--- config.mk ---
export PLATFORM = sky130hd
export DESIGN_NAME = ej32_stack_flat
export DESIGN_NICKNAME = d
export VERILOG_FILES = /design/src/rtl/ej32_pkg.sv /design/src/rtl/ej32_stack_if.sv /design/src/rtl/ej32_stack_rf.sv /design/src/rtl/ej32_stack.sv /design/src/flat_wrapper.sv
export SDC_FILE = /design/constraint.sdc
export NUM_CORES = 2
export LEC_CHECK = 0
export BUFFER_PORTS_ARGS = -buffer_cell sky130_fd_sc_hd__buf_4
export CORE_UTILIZATION = 47
export DETAILED_ROUTE_END_ITERATION = 6
export PLACE_DENSITY = 0.65
export SYNTH_ARGS = -nofsm -noshare
export SYNTH_HDL_FRONTEND = slang
export SYNTH_SLANG_ARGS = --single-unit
--- constraint.sdc ---
create_clock -name clk -period 10.6 [get_ports clk]
set_clock_uncertainty 0.2 [all_clocks]
set_input_delay 1.06 -clock clk [delete_from_list [all_inputs] [get_ports clk]]
set_output_delay 1.06 -clock clk [all_outputs]
set_load 0.005 [all_outputs]
--- src/rtl/ej32_pkg.sv ---
// Shared eJ32 types: stack op encoding, data unit type and stack depths.
package ej32_pkg;
  typedef enum logic [1:0] {
    sNOP  = 2'd0,
    sPUSH = 2'd1,
    sMOVE = 2'd2,
    sPOP  = 2'd3
  } stack_op;

  typedef logic [31:0] DU;

  localparam int DSTACK_DEPTH = 64;
  localparam int RSTACK_DEPTH = 32;
endpackage

--- src/rtl/ej32_stack_if.sv ---
// Stack control/status bundle. Pick port appears only with EJ32_STACK_PICK_EN.
interface ej32_stack_if import ej32_pkg::*; #(
  parameter int DW    = 32,
  parameter int DEPTH = 64
) ();
  localparam int CW = $clog2(DEPTH) + 1;

  stack_op       op;
  logic [DW-1:0] din;
  logic          clr_flags;
  logic [DW-1:0] tos;
  logic [DW-1:0] nos;
  logic [CW-1:0] cnt;
  logic          full;
  logic          empty;
  logic          ovf;
  logic          unf;
`ifdef EJ32_STACK_PICK_EN
  logic [CW-2:0] pick_idx;
  logic [DW-1:0] pick_data;
  logic          pick_oor;

  modport master (output op, din, clr_flags, pick_idx,
                  input  tos, nos, cnt, full, empty, ovf, unf, pick_data, pick_oor);
  modport slave  (input  op, din, clr_flags, pick_idx,
                  output tos, nos, cnt, full, empty, ovf, unf, pick_data, pick_oor);
`else
  modport master (output op, din, clr_flags,
                  input  tos, nos, cnt, full, empty, ovf, unf);
  modport slave  (input  op, din, clr_flags,
                  output tos, nos, cnt, full, empty, ovf, unf);
`endif
endinterface

--- src/rtl/ej32_stack_rf.sv ---
// Below-TOS storage: DEPTH-1 entries, one sync write, one async read
// (plus a second async read for picks under EJ32_STACK_PICK_EN).
module ej32_stack_rf #(
  parameter int DW    = 32,
  parameter int DEPTH = 64,
  localparam int AW   = $clog2(DEPTH)
) (
  input  logic          clk,
  input  logic          we,
  input  logic [AW-1:0] waddr,
  input  logic [DW-1:0] wdata,
  input  logic [AW-1:0] raddr,
  output logic [DW-1:0] rdata
`ifdef EJ32_STACK_PICK_EN
  ,
  input  logic [AW-1:0] praddr,
  output logic [DW-1:0] prdata
`endif
);
  logic [DW-1:0] mem [DEPTH-1];

  always_ff @(posedge clk) begin
    if (we) mem[waddr] <= wdata;
  end

  // The top address has no entry; callers gate it, this just keeps it defined.
  assign rdata = (raddr < AW'(DEPTH - 1)) ? mem[raddr] : '0;
`ifdef EJ32_STACK_PICK_EN
  assign prdata = (praddr < AW'(DEPTH - 1)) ? mem[praddr] : '0;
`endif
endmodule

--- src/rtl/ej32_stack.sv ---
// Parametrised eJ32 data/return stack: registered TOS over a register file,
// occupancy count and sticky ovf/unf. EJ32_STACK_PICK_EN adds a pick read port.
module ej32_stack import ej32_pkg::*; #(
  parameter int DW    = 32,
  parameter int DEPTH = 64
) (
  input logic        clk,
  input logic        rst,
  ej32_stack_if.slave bus
);
  localparam int CW = $clog2(DEPTH) + 1;
  localparam int AW = CW - 1;

  logic [DW-1:0] tos_q;
  logic [CW-1:0] cnt_q;
  logic          ovf_q, unf_q;
  logic          is_push, is_pop, is_move;
  logic          at_full, at_empty, has_nos, we;
  logic [AW-1:0] waddr, raddr;
  logic [DW-1:0] rdata, nos_v;

  assign is_push  = bus.op == sPUSH;
  assign is_pop   = bus.op == sPOP;
  assign is_move  = bus.op == sMOVE;
  assign at_full  = cnt_q == CW'(DEPTH);
  assign at_empty = cnt_q == '0;
  assign has_nos  = cnt_q >= CW'(2);

  // Old TOS sinks to mem[cnt-1]; NOS is read from mem[cnt-2] with pre-edge cnt.
  assign we    = is_push & ~at_full & ~at_empty;
  assign waddr = AW'(cnt_q - CW'(1));
  assign raddr = AW'(cnt_q - CW'(2));
  assign nos_v = has_nos ? rdata : '0;

`ifdef EJ32_STACK_PICK_EN
  logic [AW-1:0] paddr;
  logic [DW-1:0] prdata;

  assign paddr = AW'(cnt_q - CW'(1) - CW'(bus.pick_idx));
`endif

  ej32_stack_rf #(.DW(DW), .DEPTH(DEPTH)) u_rf (
    .clk    (clk),
    .we     (we),
    .waddr  (waddr),
    .wdata  (tos_q),
    .raddr  (raddr),
    .rdata  (rdata)
`ifdef EJ32_STACK_PICK_EN
    ,
    .praddr (paddr),
    .prdata (prdata)
`endif
  );

  always_ff @(posedge clk) begin
    if (rst) begin
      tos_q <= '0;
      cnt_q <= '0;
      ovf_q <= 1'b0;
      unf_q <= 1'b0;
    end else begin
      case (bus.op)
        sPUSH: if (!at_full) begin
          tos_q <= bus.din;
          cnt_q <= cnt_q + CW'(1);
        end
        sPOP: if (!at_empty) begin
          tos_q <= nos_v;
          cnt_q <= cnt_q - CW'(1);
        end
        sMOVE: tos_q <= bus.din;
        default: ;
      endcase
      // A fresh error in the clearing cycle still sets the flag.
      ovf_q <= (is_push & at_full) | (ovf_q & ~bus.clr_flags);
      unf_q <= ((is_pop | is_move) & at_empty) | (unf_q & ~bus.clr_flags);
    end
  end

  assign bus.tos   = tos_q;
  assign bus.nos   = nos_v;
  assign bus.cnt   = cnt_q;
  assign bus.full  = at_full;
  assign bus.empty = at_empty;
  assign bus.ovf   = ovf_q;
  assign bus.unf   = unf_q;

`ifdef EJ32_STACK_PICK_EN
  always_comb begin
    bus.pick_data = '0;
    bus.pick_oor  = 1'b0;
    if (bus.pick_idx == '0)
      bus.pick_data = tos_q;
    else if (CW'(bus.pick_idx) < cnt_q)
      bus.pick_data = prdata;
    else
      bus.pick_oor = 1'b1;
  end
`endif
endmodule

--- src/flat_wrapper.sv ---
// flat-port wrapper written by rule: the top's interface ports become plain ports
module ej32_stack_flat import ej32_pkg::*;
#(
  parameter int DW    = 32,
  parameter int DEPTH = 64
)
  (clk, rst, bus_op, bus_din, bus_clr_flags, bus_tos, bus_nos, bus_cnt, bus_full, bus_empty, bus_ovf, bus_unf);
  ej32_stack_if #(.DW(DW), .DEPTH(DEPTH)) bus_i ();
  input logic clk;
  input logic rst;
  input wire logic [$bits(bus_i.op)-1:0] bus_op;
  input wire logic [$bits(bus_i.din)-1:0] bus_din;
  input wire logic [$bits(bus_i.clr_flags)-1:0] bus_clr_flags;
  output wire logic [$bits(bus_i.tos)-1:0] bus_tos;
  output wire logic [$bits(bus_i.nos)-1:0] bus_nos;
  output wire logic [$bits(bus_i.cnt)-1:0] bus_cnt;
  output wire logic [$bits(bus_i.full)-1:0] bus_full;
  output wire logic [$bits(bus_i.empty)-1:0] bus_empty;
  output wire logic [$bits(bus_i.ovf)-1:0] bus_ovf;
  output wire logic [$bits(bus_i.unf)-1:0] bus_unf;
  assign bus_i.op = bus_op;
  assign bus_i.din = bus_din;
  assign bus_i.clr_flags = bus_clr_flags;
  assign bus_tos = bus_i.tos;
  assign bus_nos = bus_i.nos;
  assign bus_cnt = bus_i.cnt;
  assign bus_full = bus_i.full;
  assign bus_empty = bus_i.empty;
  assign bus_ovf = bus_i.ovf;
  assign bus_unf = bus_i.unf;
  ej32_stack #(.DW(DW), .DEPTH(DEPTH)) u_core (.clk(clk), .rst(rst), .bus(bus_i));
endmodule
==> results.cfg <==
[grt]
grt_max_degree = 128
track_usage_pct = 24.08
antenna_found_initial = 6
grt_pass1_vias = 39720
grt_overflow = 0
grt_pass1_wl_um = 293600

[layout]
stdcell_count = 6518
nNetsFinal = 4187
syn_to_final_growth_pct = 13.13
final_core_util_pct = 53.81
layout_commonest_cell = edfxtp_1
layout-drive-gt1-share_pct = 25.23
final_area_mm2 = 0.09039
final_cell_mix = edfxtp_1 (2,016), mux4_2 (430), nand2_1 (287)
num-fill-cells = 12710

[setup_path]
worstSetupPathType = reg -> out
r2r_slack_ns = 4.92
reg2reg_from = u_core.bus.cnt[1]
endpoint_kind = output port
r2r-end = u_core.bus.tos[13]
cp-start-kind = register
crit_fanout = 127
worstPathArrival_ns = 5.95
critPathLaunch = u_core.bus.cnt[1]
critical_path_required_ns = 9.34
rr_worst_depth = 10

[sta]
hold_viol_final = 0
fin_ws_ns = 3.390
worstMarginPinSlew_ns = 1.136
finalCritPeriodShare_pct = 68.02
setup_viol = 0
setup_tns_ns = 0
fin_crit_ns = 7.210
clock.fmax_mhz = 138.7
relSlewSlack_pct = 24.26
maxSlewViolCount = 0
whs_ns = 0.2910
rsz0062_at_grt = false

[floorplanning]
die_area_mm2 = 0.1717
die_y_um = 414.3
die_x_um = 414.3
coreArea_mm2 = 0.1680
start_util_pct = 47.57
io_pins = 112
num_rows = 150

[place]
gp_congestion = 0.8124
hpwl_um = 109000
io_buffer_count = 111
place_inst = 6148
pre_cts_ws_ns = 4.286
dpl_cell_area_mm2 = 0.08420

[synthesis]
ys_seq_elements = 2057
synth_warnings = 0
synth-async-reset-ratio_pct = 0
syn-cell-area_mm2 = 0.07990
synth_edf_count = 2016
synth_cells = 3926
avgSynthCellArea_um2 = 20.35
ys_seq_area_share_pct = 76.79
synth.distinct_cells = 64
synth_nets = 3971
synth_ff_type = edfxtp_1

[run]
cap_violations = 0

[clock_tree]
path_clk_slew_ns = 0.06
cts_setup_buffers = 0
tritoncts = built
cts_resized = 0
cts.sink_count = 2057
root_buffer = clkbuf_16
htreeDepth = 4
cts_buffer_depth = 3
worstSkewPairLatency_ns = 0.82
cts_buffers = 196
cts-hold-fix-buffers = 0

[route]
postRouteAntennaNets = 0
routed-via-count = 40750
drc = 0
detail_route.first_pass.iterations = 6
wirelength_um = 208900
wire_per_inst_um = 32.05
via_per_inst = 6.252
dr.first_iter.drc_count = 5246

[power_and_ir_drop]
vdd_ir_drop_max_mv = 0.1484
power_density_mw_per_mm2 = 219.6
p_leak_nw = 28.42
finalPower_mw = 19.85

[outcome]
outcome = completed

[hold_path]
holdPathStages = 2
hold-path-endpoint = u_core.bus.cnt[2]
hp-start = bus_op[0]
hp-class = in -> reg
## worst max-delay path, cell delays in order, from the launching register on
cell     delay [ns]
dfxtp_4        0.74
inv_4          0.35
ha_4           0.66
buf_12         0.58
buf_4          0.74
mux4_2         0.41
nand2_1        0.08
a31oi_1        0.09
a22oi_1        0.78
a41oi_2        0.21
buf_4          0.24
## cell families after synthesis
logic type                 after synthesis  share of synthesized area (%)
xor gates and xnor gates                18                         0.2067
muxes                                  604                          14.30
adders and majority gates                8                         0.1253
AOI/OAI and AO/OA                      397                          3.949
and+or+nand+nor                        600                          3.176
DFF                                   2057                          76.79
buffers and inverters                  242                          1.444
## flip-flops by register name, indices dropped and copies added, names as in the netlist
register and cells:
u_core.bus.unf 1, u_core.bus.cnt 7, u_core.bus.ovf 1, u_core.u_rf.mem 2016, u_core.bus.tos 32
## worst max-delay path by stage
stage,end,slack (ns),cells after the start
floorplan,u_core.u_rf.mem[32][0],5.69,12
global placement,bus_nos[23],4.27,10
detailed placement,bus_nos[23],4.29,10
CTS,bus_nos[23],3.39,10
global route,bus_nos[23],3.05,10
finish,bus_nos[23],3.39,10
## synthesized netlist by cell type (38+ instances only)
cell type / number / area [µm²]
a22oi_1: 136 / 1021
dfxtp_1: 41 / 820.8
nor2_1: 149 / 559.3
nor3_1: 51 / 255.2
a31oi_1: 38 / 237.7
mux2i_1: 171 / 1712
edfxtp_1: 2016 / 60540
nand2_1: 287 / 1077
nand3_1: 71 / 355.3
buf_2: 88 / 440.4
mux4_2: 430 / 9684
clkbuf_1: 101 / 379.1
## per-layer routing
metal	GRT usage (%)	wire length, µm	part of all wire [%]	vias to the layer above
li1	-	-	-	16720
met1	34.12	83560	40	21740
met2	37.51	99570	48	2000
met3	5.972	21070	10	286
met4	6.294	4667	2.2	2
met5	0	17	0.0081	-
## area by class of cell
cell class | count | area, µm² | share of cell area, %
Sequential cell | 2057 | 61410 | 67.93
Timing Repair Buffer | 255 | 2002 | 2.215
Clock buffer | 261 | 5323 | 5.888
Tap cell | 2204 | 2758 | 3.051
Inverter | 5 | 21.27 | 0.02353
Antenna cell | 2 | 5.005 | 0.005537
Multi-Input combinational cell | 1627 | 18010 | 19.93
Clock inverter | 107 | 863.3 | 0.9551
## where the power goes
group          switching (mW)  internal (mW)  leakage (nW)
sequential             0.0714           9.29          18.7
combinational            2.43           1.29          6.65
clock                    2.95           3.82          3.03
No activity file was read; power rests on OpenSTA's default activity.
